--- src/rtl/k_and_s_pkg.sv ---
// Shared K&S processor types: decoded instruction codes, control FSM states and ALU opcodes.
package k_and_s_pkg;

    // 5-bit code space leaves 16 codes undefined; control treats those as NOP.
    typedef enum logic [4:0] {
        I_NOP    = 5'd0,
        I_LOAD   = 5'd1,
        I_STORE  = 5'd2,
        I_MOVE   = 5'd3,
        I_ADD    = 5'd4,
        I_SUB    = 5'd5,
        I_AND    = 5'd6,
        I_OR     = 5'd7,
        I_BRANCH = 5'd8,
        I_BZERO  = 5'd9,
        I_BNZERO = 5'd10,
        I_BNEG   = 5'd11,
        I_BNNEG  = 5'd12,
        I_BOV    = 5'd13,
        I_BNOV   = 5'd14,
        I_HALT   = 5'd15
    } decoded_instruction_type;

    typedef enum logic [2:0] {
        S_FETCH,
        S_DECODE,
        S_LOAD,
        S_STORE,
        S_ALU,
        S_MOVE,
        S_BRANCH,
        S_HALT
    } ctrl_state_t;

    localparam logic [1:0] ALU_ADD = 2'b00;
    localparam logic [1:0] ALU_AND = 2'b01;
    localparam logic [1:0] ALU_OR  = 2'b10;
    localparam logic [1:0] ALU_SUB = 2'b11;

    function automatic logic [1:0] alu_op_of(input decoded_instruction_type instr);
        case (instr)
            I_AND:   return ALU_AND;
            I_OR:    return ALU_OR;
            I_SUB:   return ALU_SUB;
            default: return ALU_ADD;
        endcase
    endfunction

endpackage

--- src/rtl/control_unit.sv ---
// K&S control FSM: sequences fetch/decode/execute and drives every data_path control strobe.
module control_unit
    import k_and_s_pkg::*;
#(
    parameter int unsigned MEM_WAIT = 0,
    parameter int unsigned ICNT_W   = 16
) (
    input  logic                    clk,
    input  logic                    rst,
    input  decoded_instruction_type decoded_instruction,
    input  logic                    zero_op,
    input  logic                    neg_op,
    input  logic                    unsigned_overflow,
    input  logic                    signed_overflow,
    output logic                    branch,
    output logic                    pc_enable,
    output logic                    ir_enable,
    output logic                    addr_sel,
    output logic                    c_sel,
    output logic [1:0]              operation,
    output logic                    write_reg_enable,
    output logic                    flags_reg_enable,
    output logic                    ram_write_enable,
    output logic                    halt,
    output logic [ICNT_W-1:0]       instr_count
);

    localparam logic [2:0] WAIT_LAST = 3'(MEM_WAIT);

    ctrl_state_t             state_q, state_d;
    logic [2:0]              wait_q, wait_d;
    decoded_instruction_type instr_q, instr_d;
    logic [ICNT_W-1:0]       count_q;
    logic                    mem_last;
    logic                    taken;
    logic                    retire;

    // No branch opcode tests the signed-overflow flag.
    logic unused_signed_overflow;
    assign unused_signed_overflow = signed_overflow;

    assign mem_last    = (wait_q == WAIT_LAST);
    assign instr_count = count_q;

    always_comb begin
        taken = 1'b0;
        case (instr_q)
            I_BRANCH: taken = 1'b1;
            I_BZERO:  taken = zero_op;
            I_BNZERO: taken = !zero_op;
            I_BNEG:   taken = neg_op;
            I_BNNEG:  taken = !neg_op;
            I_BOV:    taken = unsigned_overflow;
            I_BNOV:   taken = !unsigned_overflow;
            default:  taken = 1'b0;
        endcase
    end

    always_comb begin
        state_d = state_q;
        instr_d = instr_q;
        retire  = 1'b0;
        case (state_q)
            S_FETCH: begin
                if (mem_last) state_d = S_DECODE;
            end
            S_DECODE: begin
                instr_d = decoded_instruction;
                case (decoded_instruction)
                    I_LOAD:  state_d = S_LOAD;
                    I_STORE: state_d = S_STORE;
                    I_ADD, I_SUB, I_AND, I_OR: state_d = S_ALU;
                    I_MOVE:  state_d = S_MOVE;
                    I_BRANCH, I_BZERO, I_BNZERO, I_BNEG, I_BNNEG, I_BOV, I_BNOV:
                        state_d = S_BRANCH;
                    I_HALT:  state_d = S_HALT;
                    default: begin
                        state_d = S_FETCH;
                        retire  = 1'b1;
                    end
                endcase
            end
            S_LOAD: begin
                if (mem_last) begin
                    state_d = S_FETCH;
                    retire  = 1'b1;
                end
            end
            S_STORE, S_ALU, S_MOVE, S_BRANCH: begin
                state_d = S_FETCH;
                retire  = 1'b1;
            end
            S_HALT:  state_d = S_HALT;
            default: state_d = S_FETCH;
        endcase
        // Only the memory-wait states dwell; any state change restarts the count.
        if (state_d == state_q && (state_q == S_FETCH || state_q == S_LOAD)) begin
            wait_d = wait_q + 3'd1;
        end else begin
            wait_d = 3'd0;
        end
    end

    always_ff @(posedge clk or posedge rst) begin
        if (rst) begin
            state_q <= S_FETCH;
            wait_q  <= 3'd0;
            instr_q <= I_NOP;
            count_q <= '0;
        end else begin
            state_q <= state_d;
            wait_q  <= wait_d;
            instr_q <= instr_d;
            if (retire) count_q <= count_q + ICNT_W'(1);
        end
    end

    always_comb begin
        branch           = 1'b0;
        pc_enable        = 1'b0;
        ir_enable        = 1'b0;
        addr_sel         = 1'b0;
        c_sel            = 1'b0;
        operation        = ALU_ADD;
        write_reg_enable = 1'b0;
        flags_reg_enable = 1'b0;
        ram_write_enable = 1'b0;
        halt             = 1'b0;
        case (state_q)
            S_FETCH: begin
                ir_enable = mem_last;
                pc_enable = mem_last;
            end
            S_LOAD: begin
                addr_sel         = 1'b1;
                c_sel            = 1'b1;
                write_reg_enable = mem_last;
            end
            S_STORE: begin
                addr_sel         = 1'b1;
                ram_write_enable = 1'b1;
            end
            S_ALU: begin
                operation        = alu_op_of(instr_q);
                write_reg_enable = 1'b1;
                flags_reg_enable = 1'b1;
            end
            S_MOVE: begin
                operation        = ALU_OR;
                write_reg_enable = 1'b1;
            end
            S_BRANCH: begin
                addr_sel  = 1'b1;
                pc_enable = taken;
                branch    = taken;
            end
            S_HALT:  halt = 1'b1;
            default: ;
        endcase
        // Reset state is S_FETCH; keep its strobes quiet while rst is held.
        if (rst) begin
            branch           = 1'b0;
            pc_enable        = 1'b0;
            ir_enable        = 1'b0;
            write_reg_enable = 1'b0;
            flags_reg_enable = 1'b0;
            ram_write_enable = 1'b0;
        end
    end

endmodule
--- config.mk ---
export PLATFORM = sky130hd
export DESIGN_NAME = control_unit
export DESIGN_NICKNAME = d
export VERILOG_FILES = /design/src/rtl/k_and_s_pkg.sv /design/src/rtl/control_unit.sv
export SDC_FILE = /design/constraint.sdc
export NUM_CORES = 1
export LEC_CHECK = 0
export BUFFER_PORTS_ARGS = -buffer_cell sky130_fd_sc_hd__buf_2
export CORE_ASPECT_RATIO = 0.75
export CORE_MARGIN = 4
export CORE_UTILIZATION = 50
export CTS_CLUSTER_DIAMETER = 200
export DETAILED_ROUTE_END_ITERATION = 12
export GPL_TIMING_DRIVEN = 0
export PLACE_DENSITY = 0.78
export REMOVE_ABC_BUFFERS = 1
export SLEW_MARGIN = 20
export SYNTH_ARGS = -nofsm -noshare
export SYNTH_HDL_FRONTEND = slang
export SYNTH_SLANG_ARGS = --single-unit
--- constraint.sdc ---
create_clock -name clk -period 2.5 [get_ports clk]
set_input_delay 0.375 -clock clk [delete_from_list [all_inputs] [get_ports clk]]
set_output_delay 0.375 -clock clk [all_outputs]
set_load 0.1 [all_outputs]
* After elaboration in Yosys (flattened, before gate mapping)
Cells that the tools add are included.
Word-level totals: register bits 27, bits of input ports 11, output and inout bits 27, logic and storage cells 78
Cells by class: add/subtract/negate cells 2, equal/unequal tests 33, mux-type cells 26, reduce and logical (&&, ||, !) cells 13
Operator list (number):
- == test 5 x 4 -> 1 bit (second input constant) | 15
- == test 5 x 3 -> 1 bit (second input constant) | 7
- one-hot mux 3 bit (6 select lines) | 1
- adder 16 x 1 -> 16 bit (second input constant) | 1
- 2-to-1 mux 1 bit | 15
- one-hot mux 3 bit (5 select lines) | 1
- OR reduction 15 bit | 1
- == test 3 bit (second input constant) | 4
- == test 5 x 2 -> 1 bit (second input constant) | 2
- 2-to-1 mux 3 bit | 3
- OR reduction 4 bit | 2
- one-hot mux 1 bit (7 select lines) | 1
- OR reduction 7 bit | 1
- == test 3 x 2 -> 1 bit (second input constant) | 2
- logical NOT 3 bit | 2
- one-hot mux 2 bit (3 select lines) | 1
- == test 5 x 1 -> 1 bit (second input constant) | 1
- one-hot mux 1 bit (2 select lines) | 2
- one-hot mux 2 bit (2 select lines) | 1
- adder 3 x 1 -> 3 bit (second input constant) | 1
- == test 3 x 1 -> 1 bit (second input constant) | 1
- == test 3 bit | 1
- logical NOT 1 bit | 3
- one-hot mux 1 bit (3 select lines) | 1
- 4 further kinds | 4

* Depth between registers and ports, before layout
Gate-level depths: netlist of run 1.
depth in word-level cells 7, mapped depth 8

* Worst setup path before layout of run 1
No wires, ideal clock.
kind flip-flop to output port, start point register state_q[0], end point output port write_reg_enable, arrival 4.428 ns, data required time 2.125 ns, path slack -2.303 ns, stages on the path, launching flop included 5, buffers on the path 1, cells stage by stage dfrtp_1 clkbuf_1 nor3_1 nand2_1 a21oi_1
Between the ends: cells in the longest elaborated chain, start to end 4, elaborated cells on any way between the ends 6
Ends and longest elaborated chain:
- from (decl) | RTL line control_unit.sv:30 | ctrl_state_t state_q, state_d;
- from (signal assigned) | RTL line control_unit.sv:111 | state_q <= state_d;
- == test 3 bit | RTL line control_unit.sv:129 | case (state_q)
- OR reduction 2 bit (no source line)
- one-hot mux 1 bit (2 select lines) (*) | RTL line control_unit.sv:129
- 2-to-1 mux 1 bit (*) | RTL line control_unit.sv:161 | if (rst) begin
- to (decl) | RTL line control_unit.sv:21 | output logic write_reg_enable,
Every way passes the cells marked *; elsewhere a longest branch is shown, timed or not.

* Final worst setup path of run 1
start point register state_q[0], end point output port pc_enable
Between the ends: cells in the longest elaborated chain, start to end 3, elaborated cells on any way between the ends 4
Ends and longest elaborated chain:
- == test 3 bit or logical NOT 3 bit (tied branches) | RTL line control_unit.sv:129
- one-hot mux 1 bit (2 select lines) (*) | RTL line control_unit.sv:129
- 2-to-1 mux 1 bit (*) | RTL line control_unit.sv:161
- to (decl) | RTL line control_unit.sv:16 | output logic pc_enable,
Marks and branches as above.

==> impl_metrics.yaml, run 1 <==
logic_synthesis:
  ys_seq_area_share_pct: 45.72
  ys_ff_latch: 27
  synthCells: 147
  syn_area_per_cell_um2: 10.05
  synth.yosys.warnings: 0
  synth_area_um2: 1478
  ys.flop_type: "dfrtp_1"
  netlist-cell-type-count: 38
  async_reset_ff_share_pct: 100.0
  synth_edf_count: 0
job:
  drv_cap: 0
clock_tree:
  cts_root_buf: "clkbuf_8"
  ctsLongestPathBuffers: 2
  clk-insertion-delay-late_ps: 280
  htreeDepth: 1
  cts_buffers: 3
  cts_tree: "built"
  cts.clk_slew.worst_paths_ps: 90
  cts_hold_buf: 0
  cts.sinks: 27
die:
  dieArea_um2: 3898
  fp.dieW_um: 70.77
  core_area_um2: 2723
  initial_core_util_pct: 54.27
  std_cell_rows: 16
  ios: 38
  die_y_um: 55.08
setup_path:
  setup.worst_path.end: "pc_enable"
  rr_worst_depth: 7
  cp_slowest_cell: "dfrtp_2"
  reg2reg_slack_ps: 370
  path_class: "reg2out"
  end_kind: "primary output"
  timing.rr.start: "wait_q[0]$_DFF_PP0_"
  r2r-end: "instr_count[8]$_DFFE_PP0P_"
  worstPathArrival_ps: 1960
  cp-startpoint: "state_q[0]$_DFF_PP0_"
  path_cells: "nor4b_1, nand3_1, a21oi_1, o211a_1, or2_1, clkbuf_4"
  critPathMaxStageDelay_ps: 500
  crit_path_start_kind: "flip-flop"
  cp_max_fo: 13
  crit_required_ps: 2120
global_routing:
  grt_pass1_wl_um: 5478
  first_global_vias: 1167
  grt_overflow: 0
  grt_max_degree: 28
  antenna_found_initial: 0
  grt_use_total_pct: 18.25
route:
  totalWireLength_um: 3263
  ant_nets: 0
  post_drt_wl_per_cell_um: 14.90
  num_vias: 1221
  first_pass_iters: 4
  viasPerCell: 5.575
  drc_errors: 0
  drtIter0Drc: 47
power:
  power_density_nw_per_um2: 1211
  total_power_mw: 2.107
  p_leak_nw: 0.8446
  vdd_ir_drop_max_uv: 580.8
cells_and_area:
  drive_gt1_share_pct: 26.78
  fin_util_pct: 63.88
  area_delta_synth_final_pct: 17.70
  diodes: 0
  final_cells: 219
  final_nets: 198
placement:
  pre_cts_slack_ps: 332.2
  dpl.hpwl_um: 2493
  gp_congestion: 0.8030
  portBuffers: 36
  post-place-cells: 215
timing:
  relSlewSlack_pct: 37.28
  tightestPinTransition_ps: 935.0
  rsz0062_at_grt: "no"
  fin_hold_ws_ps: 232.5
  skew_ps: 2.666
  finalCritPeriodShare_pct: 93.23
  setup_viol: 0
  drv_slew: 0
  finalWorstSetupSlack_ps: 169.2
  hold_viol: 0
  min_period_ps: 2331
  fmax_ghz: 0.4290
worst_hold_path:
  hp-class: "in2async"
outcome:
  run_status: "finished, final reports clean"
## kinds of logic (layout without fill, tap and decap cells)
family,Yosys count,after routing,share of synthesized area [%]
AO/OA/AOI/OAI,17,17,8.128
XOR/XNOR,18,18,10.67
adder cells (fa/ha/maj),3,3,2.540
buffers and inverters,10,46,3.133
flip-flops,27,27,45.72
multiplexers,5,5,3.810
AND/OR/NAND/NOR,67,67,26.00
## how the worst min path moves through the flow
stage / from / to / slack, ps
floorplan: rst / instr_count[0]$_DFFE_PP0P_ / 430
global placement: wait_q[0]$_DFF_PP0_ / wait_q[0]$_DFF_PP0_ / 440
detailed placement: wait_q[0]$_DFF_PP0_ / wait_q[0]$_DFF_PP0_ / 450
CTS: decoded_instruction[4] / instr_q[4]$_DFFE_PP0P_ / 380
global route: rst / state_q[2]$_DFF_PP0_ / 300
finish: rst / state_q[2]$_DFF_PP0_ / 230
## worst max-delay path, delay by kind of cell, from the launching register on
| kind | cells | cell delay, ps |
|---|---|---|
| compound gates | 2 | 320 |
| buf+inv | 1 | 320 |
| flops | 1 | 500 |
| simple gates | 3 | 530 |
## cell usage in the layout (no fill, tap or decap), types with 2 or more instances in the layout
master	netlist	routed
a21oi_1	5	5
a31oi_1	3	3
and3_1	6	6
and4_1	2	2
buf_2	1	34
clkbuf_4	0	2
clkbuf_8	0	3
dfrtp_1	27	26
ha_1	3	3
inv_1	5	4
mux2_1	5	5
nand2_1	14	14
nand3_1	10	10
nand4_1	4	4
nor2_1	10	10
nor3_1	7	7
nor4_1	2	2
nor4b_1	2	2
o21ai_0	3	3
xnor2_1	13	13
xor2_1	5	5
## power breakdown
group          internal, mW  switching, mW
Sequential            0.545          0.185
Combinational         0.271          0.860
Clock                 0.112          0.135
Total                 0.928           1.18
## cells in the mapped netlist (2+ instances only)
master / count / area (um^2)
nor4b_1: 2 / 17.52
nand3_1: 10 / 50.05
nand2_1: 14 / 52.55
xnor2_1: 13 / 113.9
o21ai_0: 3 / 15.01
and4_1: 2 / 17.52
a21oi_1: 5 / 25.02
nor2_1: 10 / 37.54
dfrtp_1: 27 / 675.7
inv_1: 5 / 18.77
nor3_1: 7 / 35.03
clkbuf_1: 2 / 7.510
nor4_1: 2 / 12.51
xor2_1: 5 / 43.79
ha_1: 3 / 37.54
a31oi_1: 3 / 18.77
and3_1: 6 / 37.54
mux2_1: 5 / 56.30
nand4_1: 4 / 25.02
## layer usage
layer	share of wire, %	track usage [%]	wire (um)	vias up
li1	-	-	-	597
met1	45	22.93	1479	601
met2	50	31.69	1633	18
met3	3.5	4.332	114	5
met4	1.1	6.250	36	0
met5	0	0	0	-
## what timing repair did
action	4_1_cts	5_1_grt
setup endpoints to repair	0	2
gates resized for setup	0	3
setup buffers	0	0
## per-stage QoR
stage	area [um^2]	TNS, ps
global placement	1679	0
CTS	1733	0
detailed placement	1687	0
global route	1739	0
finish	1739	0
floorplan	1454	-7833
## sequential cells by signal (all words and copies together), names as in the netlist
signal       count
state_q          3
instr_count     16
wait_q           3
instr_q          5
## cell type report
type / instances / area (um^2)
clock inverters: 1 / 5.005
repair buffers: 36 / 185.2
clock buffers: 3 / 41.29
inverters: 6 / 22.52
fillers: 235 / 983.4
well taps: 36 / 45.04
flip-flops and latches: 27 / 676.9
multi-input cells: 110 / 763.2
No activity file was read; power rests on OpenSTA's default activity.
==> run 2, diff against run 1 <==
--- a/config.mk
+++ b/config.mk
@@ -12,7 +12,7 @@
 export CTS_CLUSTER_DIAMETER = 200
 export DETAILED_ROUTE_END_ITERATION = 12
 export GPL_TIMING_DRIVEN = 0
-export PLACE_DENSITY = 0.78
+export PLACE_DENSITY = 0.76
 export REMOVE_ABC_BUFFERS = 1
 export SLEW_MARGIN = 20
 export SYNTH_ARGS = -nofsm -noshare
==> run 2 against run 1 <==
Compared with the run above:
- via count shrank 1.1%
- maximum frequency shrank 1.6%
- largest power group unchanged
- critical endpoint is now branch
- worst setup slack lost 37 ps
- sequential power is essentially flat
==> impl_metrics.yaml, run 2 (synthesis gave the netlist of run 1 again) <==
outcome:
  run_status: "finished, final reports clean"
cells_and_area:
  largest_register_ffs: 16
  drive_gt1_share_pct: 26.78
  layout_common_cells: "buf_2 (35), dfrtp_1 (27), nand2_1 (14), xnor2_1 (13)"
  area_delta_synth_final_pct: 17.44
  n_fill_cell: 251
  layout_commonest_cell: "buf_2"
  multi_input_area_um2: 763.2
  final_nets: 198
  diodes: 0
  seq_area_um2: 675.6
  fin_util_pct: 63.74
route:
  drc_errors: 0
  totalWireLength_um: 3300
  first_pass_iters: 4
  drtIter0Drc: 67
  ant_nets: 0
  post_drt_wl_per_cell_um: 15.07
  viasPerCell: 5.516
  num_vias: 1208
setup_path:
  cp_max_fo: 13
  crit_path_start_kind: "flip-flop"
  worstPathArrival_ps: 1990
  end_kind: "primary output"
  crit_required_ps: 2120
  path_class: "reg2out"
  reg2reg_slack_ps: 290
timing:
  setup_viol: 0
  min_period_ps: 2368
  hold_viol: 0
  skew_ps: 7.611
  drv_slew: 0
  fmax_ghz: 0.4223
  finalCritPeriodShare_pct: 94.72
  relSlewSlack_pct: 47.01
  fin_hold_ws_ps: 200.0
  rsz0062_at_grt: "no"
  tightestPinTransition_ps: 794.9
power:
  power_frac_comb_pct: 53.7
  p_leak_nw: 0.8490
  swShare_pct: 55.99
  power_density_nw_per_um2: 1212
  power.share.clock_pct: 11.6
  vdd_ir_drop_max_uv: 679.2
  intPower_mw: 0.9260
  seqPwrFrac_pct: 34.7
  switchingPower_mw: 1.178
global_routing:
  antenna_found_initial: 0
  grt_pass1_wl_um: 5540
  grt_use_total_pct: 18.41
  grt_overflow: 0
  grt_max_degree: 28
  first_global_vias: 1155
die:
  std_cell_rows: 16
  initial_core_util_pct: 54.27
  core_area_um2: 2723
  dieArea_um2: 3898
  fp.dieW_um: 70.77
  die_y_um: 55.08
  ios: 38
clock_tree:
  cts_root_buf: "clkbuf_8"
  ctsLongestPathBuffers: 2
  cts_tree: "built"
  cts_setup_buffers: 0
  clk-insertion-delay-late_ps: 270
  cts_hold_buf: 0
  htreeDepth: 1
  cts.sinks: 27
  cts.clk_slew.worst_paths_ps: 90
  cts_buffers: 3
  ctsResizeCount: 0
placement:
  dpl.hpwl_um: 2584
  gp_congestion: 0.8059
  portBuffers: 36
worst_hold_path:
  hp-class: "in2async"
job:
  drv_cap: 0
==> run 2: changes by cell type in the layout (fill, tap and decap cells not counted), sizes merged <==
cell	change
inv	+1
clkbuf	-1
buf	+1
clkinv	-1
==> run 2: final cells by class <==
type	instances	share of cell area, %
multi-input cells	110	43.98
inverters	6	1.298
clock inverters	1	0.2884
clock buffers	3	2.379
repair buffers	36	10.53
well taps	36	2.596
flip-flops and latches	27	38.93
==> run 2: final timing paths <==
path	end	cells past startpoint	start
worst min-delay path	instr_count[3]$_DFFE_PP0P_	2	rst
max in group asynchronous	instr_count[0]$_DFFE_PP0P_	2	rst
worst max-delay path	branch	5	state_q[0]$_DFF_PP0_
min in group clk	instr_q[4]$_DFFE_PP0P_	2	decoded_instruction[4]
worst min register to register	wait_q[0]$_DFF_PP0_	1	wait_q[0]$_DFF_PP0_
worst max register to register	instr_count[5]$_DFFE_PP0P_	7	wait_q[0]$_DFF_PP0_
==> run 2: metrics by stage <==
stage / setup TNS (ps) / total power, mW / instances / cell area [um^2] / worst slack [ps]
finish: 0 / 2.104 / 219 / 1735 / 131.9
global route: 0 / 2.234 / 219 / 1735 / 1.253
CTS: 0 / 2.116 / 219 / 1733 / 38.61
detailed placement: 0 / 1.870 / 215 / 1687 / 312.7
global placement: -1.527 / 1.808 / 215 / 1679 / -1.527
floorplan: -7833 / 1.634 / 143 / 1454 / -2236
==> run 2: power by group through the flow <==
stage / Sequential (mW) / Clock, mW / Combinational, mW
global route: 0.752 / 0.270 / 1.21
floorplan: 1.03 / 0 / 0.607
finish: 0.731 / 0.244 / 1.13
global placement: 0.718 / 0 / 1.09
detailed placement: 0.736 / 0 / 1.13
CTS: 0.726 / 0.252 / 1.14
==> run 2: per-layer routing <==
metal	track usage, %	share of wire, %	up-vias
met2	32.00	49	19
met1	24.13	48	597
li1	-	-	592
met5	0	0	-
met4	2.813	0	0
met3	4.693	3.6	0
==> run 2: critical path, cell delays in order (launching register included) <==
cell     delay [ps]
dfrtp_1         520
nor4b_1         340
nand3_1         110
a21oi_1         130
o211a_1         180
buf_2           430
==> run 3, diff against run 2 <==
--- a/config.mk
+++ b/config.mk
@@ -5,6 +5,7 @@
 export SDC_FILE = /design/constraint.sdc
 export NUM_CORES = 1
 export LEC_CHECK = 0
+export ABC_AREA = 1
 export BUFFER_PORTS_ARGS = -buffer_cell sky130_fd_sc_hd__buf_2
 export CORE_ASPECT_RATIO = 0.75
 export CORE_MARGIN = 4
@@ -12,7 +13,7 @@
 export CTS_CLUSTER_DIAMETER = 200
 export DETAILED_ROUTE_END_ITERATION = 12
 export GPL_TIMING_DRIVEN = 0
-export PLACE_DENSITY = 0.76
+export PLACE_DENSITY = 0.74
 export REMOVE_ABC_BUFFERS = 1
 export SLEW_MARGIN = 20
 export SYNTH_ARGS = -nofsm -noshare
==> run 3 against run 2 <==
Compared with the run above:
- routed wire length grew 15%
- hold slack lost 19 ps
- sequential share of layout area shrank 5.3 points
- worst setup slack gained 77 ps
- cell area grew 16%
- non-clock buffer count is the same
- synthesized cell count grew 65%
- combinational power grew 9%
- area after synthesis grew 19%
==> impl_metrics.yaml, run 3 <==
logic_synthesis:
  synth_area_um2: 1758
  ys.flop_type: "dfrtp_1"
  yosysMostFrequentCell: "nand2_1"
  ys_seq_area_share_pct: 38.43
  yosysTopAreaCell: "dfrtp_1"
  ys_ff_latch: 27
  synth.top_cell.area_share_pct: 38.43
  netlist-cell-type-count: 31
  synthCells: 243
  synth.area.top_cells: "dfrtp_1 (38%), nand2_1 (17%), inv_1 (6.4%), nor2_1 (5.3%), nand3_1 (3.7%)"
  synth.yosys.warnings: 0
  synth_edf_count: 0
  synthTopCellsByCount: "nand2_1 (78), inv_1 (30), dfrtp_1 (27)"
  async_reset_ff_share_pct: 100.0
  syn_area_per_cell_um2: 7.234
power:
  p_leak_nw: 1.063
  total_power_mw: 2.136
  intPower_mw: 0.9154
  vdd_ir_drop_max_uv: 810.2
  seqPwrFrac_pct: 30.7
  switchingPower_mw: 1.221
  power_density_nw_per_um2: 1064
  power_frac_comb_pct: 57.6
  swShare_pct: 57.15
  power.share.clock_pct: 11.7
outcome:
  run_status: "finished, final reports clean"
cells_and_area:
  area_delta_synth_final_pct: 14.16
  largest_register_ffs: 16
  final_nets: 295
  layout_commonest_cell: "nand2_1"
  layout_common_cells: "nand2_1 (78), buf_2 (36), inv_1 (29), dfrtp_1 (27), nor2_1 (25)"
  final_cells: 320
  drive_gt1_share_pct: 18.93
  diodes: 0
  fin_util_pct: 60.21
timing:
  setup_tns_ps: 0
  min_period_ps: 2291
  skew_ps: 5.872
  finalCritPeriodShare_pct: 91.66
  rsz0062_at_grt: "no"
  hold_viol: 0
  tightestPinTransition_ps: 577.3
  relSlewSlack_pct: 61.46
  drv_slew: 0
  fmax_ghz: 0.4364
  setup_viol: 0
setup_path:
  worstPathArrival_ps: 1920
  end_kind: "primary output"
  reg2reg_slack_ps: 750
  path_class: "reg2out"
  crit_required_ps: 2120
  crit_path_start_kind: "flip-flop"
  cp_max_fo: 7
placement:
  dpl.hpwl_um: 2932
  post-place-cells: 316
  gp_congestion: 0.8302
  portBuffers: 36
route:
  ant_nets: 0
  totalWireLength_um: 3800
  post_drt_wl_per_cell_um: 11.88
  num_vias: 1631
  first_pass_iters: 5
  drtIter0Drc: 112
  drc_errors: 0
  viasPerCell: 5.097
die:
  ios: 38
  initial_core_util_pct: 52.74
  fp.dieW_um: 76.47
  core_area_um2: 3333
  dieArea_um2: 4538
  die_y_um: 59.35
  std_cell_rows: 18
clock_tree:
  cts_root_buf: "clkbuf_8"
  ctsLongestPathBuffers: 2
  clk-insertion-delay-late_ps: 270
  cts_buffers: 3
  cts_tree: "built"
  ctsResizeCount: 0
  cts_hold_buf: 0
  htreeDepth: 1
  cts.clk_slew.worst_paths_ps: 90
  cts.sinks: 27
  cts_setup_buffers: 0
global_routing:
  grt_pass1_wl_um: 6382
  first_global_vias: 1370
  grt_use_total_pct: 17.64
  grt_max_degree: 29
  grt_overflow: 0
  antenna_found_initial: 0
job:
  drv_cap: 0
worst_hold_path:
  hp-class: "in2async"
[run 3: critical path, stage by stage (launching register included)]
cell and delay, ps:
dfrtp_1 450, inv_2 110, nor2_2 220, nand2_1 130, nor4_1 240, buf_2 470
[run 3: cell families (layout without fill, tap and decap cells)]
family	count (synthesis)	after routing	synth area share [%]
DFF	27	27	38.43
and+or+nand+nor	141	141	37.94
buffers and inverters	37	74	8.754
xor gates and xnor gates	11	11	5.480
AOI/OAI and AO/OA	24	24	7.260
adders and majority gates	3	3	2.135
[run 3: final cells by class]
class                      instances  area [um^2]
multi-input combinational        179        928.4
clock buffer                       4        45.04
timing repair buffer              36        180.2
inverter                          34        127.6
fill                             327         1326
tap                               40        50.05
sequential                        27        675.6
[run 3: metal layers]
layer | GRT usage (%) | up-vias | wire length, um
met3 | 3.799 | 2 | 174
met1 | 25.86 | 752 | 1972
met5 | 0 | - | 0
li1 | - | 843 | -
met4 | 3.876 | 0 | 14
met2 | 26.91 | 34 | 1637
[run 3: metrics by stage]
| step | instance area (um^2) | hold slack [ps] | setup slack (ps) |
|---|---|---|---|
| floorplan | 1732 | 436.2 | -1570 |
| global placement | 1962 | 464.4 | 79.18 |
| detailed placement | 1962 | 470.2 | 54.63 |
| CTS | 2007 | 336.5 | 56.05 |
| global route | 2007 | 236.8 | 67.40 |
| finish | 2007 | 181.2 | 208.6 |
[run 3: worst paths after layout]
kind	start	cells after the start	end
max	state_q[2]$_DFF_PP0_	5	operation[0]
max reg2reg	state_q[1]$_DFF_PP0_	5	instr_count[3]$_DFFE_PP0P_
min reg2reg	wait_q[0]$_DFF_PP0_	1	wait_q[0]$_DFF_PP0_
max in group asynchronous	rst	2	instr_count[12]$_DFFE_PP0P_
min	rst	2	instr_q[2]$_DFFE_PP0P_
min in group clk	decoded_instruction[0]	3	instr_q[0]$_DFFE_PP0P_
[run 3: power by group through the flow]
stage	Combinational, mW	Sequential (mW)	Clock (mW)
finish	1.23	0.656	0.249
global route	1.34	0.676	0.273
CTS	1.24	0.656	0.256
detailed placement	1.23	0.665	0
global placement	1.22	0.663	0
floorplan	0.816	0.852	0
